$ cat config.mk
export PLATFORM = sky130hd
export DESIGN_NAME = fp_align_unpack
export DESIGN_NICKNAME = d
export VERILOG_FILES = /design/src/rtl/fp_align_unpack.sv
export SDC_FILE = /design/constraint.sdc
export NUM_CORES = 1
export LEC_CHECK = 0
export CAP_MARGIN = 20
export CORE_UTILIZATION = 51
export CTS_CLUSTER_SIZE = 30
export DETAILED_ROUTE_END_ITERATION = 6
export GPL_ROUTABILITY_DRIVEN = 0
export PLACE_DENSITY = 0.85
export REMOVE_ABC_BUFFERS = 1
export SYNTH_ARGS = -nofsm -noshare
export SYNTH_HDL_FRONTEND = slang
export SYNTH_SLANG_ARGS = --single-unit
export TNS_END_PERCENT = 1
$ cat constraint.sdc
create_clock -name clk -period 3.72 [get_ports clk]
set_clock_uncertainty 0.2 [all_clocks]
set_input_delay 0.744 -clock clk [delete_from_list [all_inputs] [get_ports clk]]
set_output_delay 0.744 -clock clk [all_outputs]
set_load 0.005 [all_outputs]
$ cat src/rtl/fp_align_unpack.sv
// fp_align_unpack
//   Front end of the single-precision add/sub datapath. It takes two IEEE-754
//   operands and unpacks them. It picks the larger magnitude and right-aligns
//   the smaller one with an iterative shifter that moves SHIFT_STEP bits per
//   cycle. The result is two 28-bit extended mantissas {hidden, frac, 4'b0}
//   plus a 2-bit summary of the bits shifted out.
//
// Ports
//   clk           rising-edge clock
//   rst_n         synchronous active-low reset
//   in_valid      operands a/b/operator valid
//   in_ready      block can accept operands (IDLE only)
//   a, b          IEEE-754 single operands
//   operator      0 = A+B, 1 = A-B
//   out_valid     aligned result valid, held until out_ready
//   out_ready     downstream accepts result
//   exp           common (larger) effective exponent
//   sign          sign of the larger-magnitude operand
//   eff_sub       effective subtraction flag
//   mantis_big    larger operand mantissa {hidden, frac, 4'b0}
//   mantis_small  smaller operand mantissa after alignment
//   loss          [0] last bit shifted out, [1] OR of all earlier shifted-out bits
//   special       an operand has exponent 8'hFF; no alignment performed
module fp_align_unpack #(
   parameter int SHIFT_STEP = 4
) (
   input  logic        clk,
   input  logic        rst_n,
   input  logic        in_valid,
   output logic        in_ready,
   input  logic [31:0] a,
   input  logic [31:0] b,
   input  logic        operator,
   output logic        out_valid,
   input  logic        out_ready,
   output logic [7:0]  exp,
   output logic        sign,
   output logic        eff_sub,
   output logic [27:0] mantis_big,
   output logic [27:0] mantis_small,
   output logic [1:0]  loss,
   output logic        special
);

   typedef enum logic [1:0] {IDLE, CMP, SHIFT, DONE} state_t;

   localparam logic [4:0] STEP5 = 5'(SHIFT_STEP);

   state_t state, state_nxt;

   logic [31:0] a_r, b_r;
   logic        op_r;

   logic [7:0]  exp_a, exp_b, exp_diff;
   logic        hid_a, hid_b, a_big, is_special;
   logic [27:0] man_a, man_b, cmp_big, cmp_small;
   logic [7:0]  cmp_exp;
   logic        cmp_sign;
   logic [4:0]  cmp_dist;

   logic [7:0]  w_exp;
   logic        w_sign, w_eff_sub, w_special;
   logic [27:0] w_big, w_small, sh_small;
   logic [1:0]  w_loss, sh_loss;
   logic [4:0]  remaining, step_n, rem_nxt;

   assign in_ready  = (state == IDLE);
   assign out_valid = (state == DONE);

   // Unpack both operands. A zero exponent field is a subnormal, so it gets no
   // hidden bit and an effective exponent of 1. The magnitude order follows
   // from {eff_exp, hidden, frac}, and A wins ties. Special operands keep A/B
   // in place and force the exponent to all ones.
   always_comb begin
      exp_a      = (a_r[30:23] == 8'd0) ? 8'd1 : a_r[30:23];
      exp_b      = (b_r[30:23] == 8'd0) ? 8'd1 : b_r[30:23];
      hid_a      = |a_r[30:23];
      hid_b      = |b_r[30:23];
      man_a      = {hid_a, a_r[22:0], 4'b0000};
      man_b      = {hid_b, b_r[22:0], 4'b0000};
      a_big      = {exp_a, hid_a, a_r[22:0]} >= {exp_b, hid_b, b_r[22:0]};
      is_special = (&a_r[30:23]) | (&b_r[30:23]);
      cmp_sign   = a_big ? a_r[31] : (b_r[31] ^ op_r);
      exp_diff   = a_big ? (exp_a - exp_b) : (exp_b - exp_a);
      cmp_dist   = (exp_diff > 8'd31) ? 5'd31 : exp_diff[4:0];
      if (is_special) begin
         cmp_big   = man_a;
         cmp_small = man_b;
         cmp_exp   = 8'hFF;
         cmp_dist  = 5'd0;
      end else begin
         cmp_big   = a_big ? man_a : man_b;
         cmp_small = a_big ? man_b : man_a;
         cmp_exp   = a_big ? exp_a : exp_b;
      end
   end

   // One shifter step. Bits leave bit 0 one at a time so the loss flags follow
   // the real order: the previous last-out bit folds into the sticky flag.
   always_comb begin
      sh_small = w_small;
      sh_loss  = w_loss;
      for (int i = 0; i < SHIFT_STEP; i++) begin
         if (i < int'(remaining)) begin
            sh_loss  = {sh_loss[1] | sh_loss[0], sh_small[0]};
            sh_small = sh_small >> 1;
         end
      end
      step_n  = (remaining < STEP5) ? remaining : STEP5;
      rem_nxt = remaining - step_n;
   end

   // State register.
   always_ff @(posedge clk) begin
      if (!rst_n) state <= IDLE;
      else        state <= state_nxt;
   end

   // Next-state logic. The pipeline holds one operation at a time. DONE
   // returns to IDLE only after acceptance, so a new operand pair cannot be
   // taken in the same cycle.
   always_comb begin
      state_nxt = state;
      case (state)
         IDLE:    if (in_valid) state_nxt = CMP;
         CMP:     state_nxt = (is_special || cmp_dist == 5'd0) ? DONE : SHIFT;
         SHIFT:   if (rem_nxt == 5'd0) state_nxt = DONE;
         DONE:    if (out_ready) state_nxt = IDLE;
         default: state_nxt = IDLE;
      endcase
   end

   // Datapath. The working registers hold intermediate shift results. The
   // visible outputs load only on entry to DONE, so they stay steady while a
   // result waits and never show a partly shifted value. Reset clears
   // everything and drops any operation in flight.
   always_ff @(posedge clk) begin
      if (!rst_n) begin
         a_r          <= '0;
         b_r          <= '0;
         op_r         <= 1'b0;
         w_exp        <= '0;
         w_sign       <= 1'b0;
         w_eff_sub    <= 1'b0;
         w_special    <= 1'b0;
         w_big        <= '0;
         w_small      <= '0;
         w_loss       <= '0;
         remaining    <= '0;
         exp          <= '0;
         sign         <= 1'b0;
         eff_sub      <= 1'b0;
         mantis_big   <= '0;
         mantis_small <= '0;
         loss         <= '0;
         special      <= 1'b0;
      end else begin
         case (state)
            IDLE: begin
               if (in_valid) begin
                  a_r  <= a;
                  b_r  <= b;
                  op_r <= operator;
               end
            end
            CMP: begin
               w_exp     <= cmp_exp;
               w_sign    <= cmp_sign;
               w_eff_sub <= a_r[31] ^ b_r[31] ^ op_r;
               w_special <= is_special;
               w_big     <= cmp_big;
               w_small   <= cmp_small;
               w_loss    <= 2'b00;
               remaining <= cmp_dist;
               if (is_special || cmp_dist == 5'd0) begin
                  exp          <= cmp_exp;
                  sign         <= cmp_sign;
                  eff_sub      <= a_r[31] ^ b_r[31] ^ op_r;
                  special      <= is_special;
                  mantis_big   <= cmp_big;
                  mantis_small <= cmp_small;
                  loss         <= 2'b00;
               end
            end
            SHIFT: begin
               w_small   <= sh_small;
               w_loss    <= sh_loss;
               remaining <= rem_nxt;
               if (rem_nxt == 5'd0) begin
                  exp          <= w_exp;
                  sign         <= w_sign;
                  eff_sub      <= w_eff_sub;
                  special      <= w_special;
                  mantis_big   <= w_big;
                  mantis_small <= sh_small;
                  loss         <= sh_loss;
               end
            end
            default: ;
         endcase
      end
   end

endmodule
### Word-level counts from Yosys, hierarchy flattened

Cells that the tools add are included.

| storage, ports and cells | value |
|---|---|
| register bits after elaboration | 210 |
| bits of input ports | 69 |
| output and inout bits | 71 |
| logic and storage cells | 108 |

| cells by class | value |
|---|---|
| add/subtract/negate cells | 3 |
| order comparisons | 7 |
| equality and inequality tests | 7 |
| mux-type cells | 50 |
| bitwise logic cells | 8 |
| reductions and logical operators | 14 |

Operators by type and width:

| cell | count |
|---|---|
| 28-bit 2-to-1 mux | 12 |
| 28-bit case mux with 2 select lines | 3 |
| 8-bit 2-to-1 mux | 7 |
| 32-bit >= comparator | 1 |
| 2-bit 2-to-1 mux | 9 |
| 8-bit logical NOT | 2 |
| 8-bit case mux with 2 select lines | 1 |
| 8-bit AND reduction | 2 |
| 8-bit OR reduction | 2 |
| 8-bit subtractor | 2 |
| 5-bit 2-to-1 mux | 3 |
| 5-bit logical NOT | 2 |
| 1-bit by 5-bit < comparator with 1-bit output, first input constant | 2 |
| 2-bit by 5-bit < comparator with 1-bit output, first input constant | 2 |
| 5-bit case mux with 2 select lines | 1 |
| 8-bit by 5-bit greater-than comparator with 1-bit output, second input constant | 1 |
| 1-bit 2-to-1 mux | 8 |
| 2-bit case mux with 2 select lines | 2 |
| 2-bit case mux with 4 select lines | 1 |
| 2-bit inequality test, second input constant | 3 |
| 1-bit case mux with 2 select lines | 3 |
| 3-bit AND reduction | 2 |
| 5-bit by 3-bit < comparator with 1-bit output, second input constant | 1 |
| 1-bit bitwise OR | 5 |
| other kinds (9) | 12 |

### Logic depth before layout (Yosys ltp)

| logic depth | value |
|---|---|
| depth in word-level cells | 11 |
| mapped depth | 19 |
| gate-level depth less buffers | 18 |

### Least setup slack after synthesis

Ideal clock, no wire load.

| path | value |
|---|---|
| path kind | reg2reg |
| from | register b_r[25] |
| to | register exp[2] |
| setup time | 0.122 ns |
| arrival | 3.559 ns |
| data required time | 3.398 ns |
| path slack | -0.160 ns |
| stages on the path, launching flop included | 17 |
| buffers on the path | 3 |
| clock period less this slack | 3.880 ns |
| path through | dfxtp_1 -> buf_2 -> or4_1 -> nor2_1 -> ha_1 -> and4_1 -> a221oi_1 -> o221a_2 -> o21ai_2 -> buf_2 -> nor4_1 -> nor3_1 -> or2_1 -> o31ai_4 -> nand2_4 -> buf_6 -> mux2i_1 |

| on the way | value |
|---|---|
| word-level cells in the longest chain between the ends | 11 |
| elaborated cells on any way between the ends | 20 |
| classes of those cells | add/sub: 2; order compare: 2; eq/ne: 1; mux: 8; bitwise: 1; reduce/logical: 6 |

RTL lines:

| what | RTL line | text |
|---|---|---|
| start: declaration | 51 | `logic [31:0] a_r, b_r;` |
| start signal: assignment | 140 | `b_r <= '0;` |
| start signal: assignment | 162 | `b_r <= b;` |
| 8-bit logical NOT | 76 | `exp_b = (b_r[30:23] == 8'd0) ? 8'd1 : b_r[30:23];` |
| 8-bit 2-to-1 mux | 76 |  |
| 32-bit >= comparator / 8-bit subtractor (equally long branches) | 81, 84 |  |
| 8-bit 2-to-1 mux | 84 | `exp_diff = a_big ? (exp_a - exp_b) : (exp_b - exp_a);` |
| 8-bit by 5-bit greater-than comparator with 1-bit output | 85 | `cmp_dist = (exp_diff > 8'd31) ? 5'd31 : exp_diff[4:0];` |
| 5-bit 2-to-1 mux | 85 |  |
| 5-bit 2-to-1 mux | 86 | `if (is_special) begin` |
| 5-bit logical NOT | 175 | `if (is_special \|\| cmp_dist == 5'd0) begin` |
| 1-bit logical OR | 175 |  |
| 2-bit inequality test (no source line) | n/a |  |
| 3-bit AND reduction (no source line) | n/a |  |
| end signal: assignment | 176 | `exp <= cmp_exp;` |
| end signal: assignment | 190 | `exp <= w_exp;` |
| end: declaration | 36 | `output logic [7:0] exp,` |

Parallel ways exist; a longest one is shown, timed or not. The select of a mux whose other input is x is not followed.
A chain may end at the register's enable or synchronous reset.

### Final worst setup path

| path | value |
|---|---|
| from | register b_r[23] |
| to | register mantis_big[26] |

| on the way | value |
|---|---|
| word-level cells in the longest chain between the ends | 11 |
| elaborated cells on any way between the ends | 20 |
| classes of those cells | add/sub: 2; order compare: 2; eq/ne: 1; mux: 8; bitwise: 1; reduce/logical: 6 |

RTL lines:

| what | RTL line | text |
|---|---|---|
| 8-bit logical NOT | 76 |  |
| 8-bit 2-to-1 mux | 76 |  |
| 32-bit >= comparator / 8-bit subtractor (equally long branches) | 81, 84 |  |
| 8-bit 2-to-1 mux | 84 |  |
| 8-bit by 5-bit greater-than comparator with 1-bit output | 85 |  |
| 5-bit 2-to-1 mux | 85 |  |
| 5-bit 2-to-1 mux | 86 |  |
| 5-bit logical NOT | 175 |  |
| 1-bit logical OR | 175 |  |
| 2-bit inequality test (no source line) | n/a |  |
| 3-bit AND reduction (no source line) | n/a |  |
| end signal: assignment | 180 | `mantis_big <= cmp_big;` |
| end signal: assignment | 194 | `mantis_big <= w_big;` |
| end: declaration | 39 | `output logic [27:0] mantis_big,` |

Parallel ways exist; a longest one is shown, timed or not. The select of a mux whose other input is x is not followed.

==> flow_summary.toml <==
[status]
status = "finished, violations left"
violations = "negative setup slack"

[synth]
ys_ff_latch = 202
yosysUniqueCellTypes = 65
synth_flop_cell = "dfxtp_1"
synth_common_cells = "nand2_1 (358), dfxtp_1 (202), mux2i_1 (167)"
async_flop_share_pct = 0
synth_top_cell_by_area = "dfxtp_1"
synth_area_mm2 = 0.0114
synth_enable_flop_cells = 0
yosysWarnings = 0
syn_area_per_cell_um2 = 7.74
netlist_top_cells_area = "dfxtp_1 (35%), mux2i_1 (15%), nand2_1 (12%), ha_1 (4.8%), a21oi_1 (4.4%)"
seq_area_frac_synth_pct = 35.4
synth_most_common_cell = "nand2_1"
synthCells = 1475
yosys.area.top_type_share_pct = 35.4

[global_routing]
grt_remaining_overflow = 0
grt_max_degree = 80
grt_usage_pct = 27.3
grt_pass1_vias = 10300
grt_pass1_wl_mm = 50.7
antenna_found_initial = 1

[worst_hold_path]
min_path_type = "flop to flop"

[place]
io_buffers = 135
dpl.cell_count = 1857
dpl.hpwl_mm = 21.4

[clocking]
clock_path_buffers = 3
cts_hold_buffers = 0
cts-root-buf = "clkbuf_16"
clock_latency_ns = 0.51
clock_sinks = 202
htreeDepth = 1
cts_tree = "built"
cts_inserted_buffers = 22
clk_pin_slew_ns = 0.06

[drt]
viasPerCell = 5.87
drtIter0Drc = 1107
drc = 0
postRouteAntennaNets = 0
postRouteWirelength_mm = 33.3
drtPass1Iterations = 7
vias = 11200
wl_per_cell_um = 17.4

[setup_path]
path_cells = "or4_4 -> nor2_4 -> ha_1 -> and4_1 -> a221oi_2 -> o221a_2 -> o21ai_4 -> nor3_1 -> nor3_1 -> or2_1 -> o31ai_4 -> buf_6 -> nand2_4 -> clkbuf_16 -> mux2i_1"
worstPathRequired_ns = 3.92
critPathCaptureType = "flop"
critPathMaxStageDelay_ns = 0.54
arrival_ns = 4.39
critPathBufInv = 2
worstSetupStartpointType = "flop"
worst_path_most_repeated_cell = "nor3_1"
worst-path-max-fanout = 11
cp_slowest_cell = "or4_4"
critPathTopFamily = "simple AND/OR/NAND/NOR gates"
worstSetupPathType = "flop to flop"

[timing]
worst_slew_pin_slew_ns = 0.997
post-route-period-util_pct = 113
maxSlewViolCount = 0
fmax_mhz = 239
worst_slack_ns = -0.472
layout_min_cycle_time_ns = 4.19
rsz0062_at_grt = "yes"
hold_viol = 0
slew-limit-headroom_pct = 33.4
setup_viol_count_final = 76

[power_and_ir_drop]
p_leak_nw = 5.78
ir_worst_vdd_v = 0.000606
power_density_mw_per_mm2 = 869
total_power_mw = 12.7

[floorplan]
die_area_mm2 = 0.0230
std_cell_rows = 54
io_pins = 140
fp.dieH_um = 152
core_area_mm2 = 0.0219
start_util_pct = 52.1
fp.dieW_um = 152

[layout]
drive_above_1_share_pct = 12.8
final_cell_count_no_fill = 1908
synthToLayoutAreaGrowth_pct = 27.7
nNetsFinal = 1726

[flow_run]
maxCapViolations = 0
-- where the power goes --
group          switching [mW]  internal, mW  total (mW)  leakage (nW)
registers               0.435          2.65        3.09          1.65
logic                    4.11          3.22        7.32          3.76
clock network           0.910          1.35        2.26         0.377
-- per-stage QoR --
| stage | util (%) | cell area [um2] | hold WS, ns | setup WS, ns | TNS [ns] |
|---|---|---|---|---|---|
| 2_1_floorplan | - | 10900 | 0.248 | -1.64 | -147.45 |
| 3_3_place_gp | 61.2 | 13400 | 0.244 | -0.298 | -12.58 |
| 3_5_place_dp | 61.2 | 13400 | 0.253 | -0.338 | -22.55 |
| 4_1_cts | 65.2 | 14300 | 0.266 | -0.211 | -10.33 |
| 5_1_grt | 66.6 | 14600 | 0.288 | -0.617 | -41.51 |
| 6_report | 66.6 | 14600 | 0.260 | -0.472 | -27.93 |
-- sequential cells by signal (all words and copies together), names as in the netlist, 2 cells and up --
name,count
a_r,32
b_r,32
exp,8
loss,2
mantis_big,24
mantis_small,28
remaining,5
state,2
w_big,24
w_exp,8
w_loss,2
w_small,28
-- final timing paths --
kind                   startpoint         endpoint  slack [ns]  cells past startpoint
setup reg to reg          b_r[23]   mantis_big[26]       -0.47                     15
setup / recovery          b_r[23]   mantis_big[26]       -0.47                     15
hold reg to reg   mantis_small[9]  mantis_small[9]        0.26                      2
hold / removal    mantis_small[9]  mantis_small[9]        0.26                      2
-- routing by layer --
metal | GRT usage, % | vias to the layer above | share of wire [%]
li1 | - | 5322 | -
met1 | 35.9 | 5280 | 41
met2 | 45.4 | 507 | 47
met3 | 3.32 | 100 | 7.7
met4 | 10.8 | 0 | 4.0
met5 | 0 | - | 0
-- placed cells by master, fill, tap and decap left out, types with 3 or more instances in the layout --
cell	Yosys	layout
a211oi_1	40	37
a31oi_1	5	5
inv_1	55	55
clkdlybuf4s50_1	0	134
xor2_1	3	3
o31ai_1	4	4
and4_1	4	4
clkbuf_1	99	3
a211oi_2	0	3
clkinv_2	0	6
nand2_1	358	357
mux2_2	3	3
a21oi_1	101	99
clkbuf_8	0	6
o21ai_0	84	68
nor4_2	0	3
nand4_1	7	7
o211ai_1	43	43
buf_12	0	10
nor2_1	104	100
nor3_1	15	13
conb_1	2	6
ha_1	44	40
a2111oi_2	0	3
buf_4	5	81
nor4_1	6	3
nor2b_1	5	5
and2_1	9	8
dfxtp_1	202	202
mux2i_1	167	147
nor3b_1	5	4
o21ai_1	3	17
mux2i_2	0	20
buf_6	6	5
nor2_2	0	3
a311oi_1	3	3
nand3_1	24	23
clkbuf_16	0	24
-- logic make-up (layout without fill, tap and decap cells) --
logic type               after synthesis  after routing  synth area share (%)
other                                  2              7                0.0658
AND/OR/NAND/NOR                      547            548                  19.7
buffers and inverters                182            329                  6.65
XOR/XNOR                               5              5                 0.450
adder cells (fa/ha/maj)               47             47                  5.26
flip-flops                           202            202                  35.4
multiplexers                         171            171                  15.1
AO/OA/AOI/OAI                        319            319                  17.3
-- worst min-delay path, stage by stage (launching register included) --
cell     delay [ns]
dfxtp_1        0.31
nand2_1        0.05
mux2i_1        0.05
-- final cells by class --
cell class                 instances  area [um2]
antenna                            1        2.50
clock buffer                      31         644
clock inverter                     9         110
fill                            1683        7320
inverter                          56         211
multi-input combinational       1096        6930
sequential                       202        4040
tap                              280         350
timing repair buffer             233        2280
-- repair_timing --
action                                  CTS  global route
pin swaps                                 5            12
setup buffers                             3             2
hold endpoints to repair                  0             0
resized for setup                        20            61
endpoints found under the setup margin   97           109
cloned                                    1             3
Power figures use the tool's default switching activity.
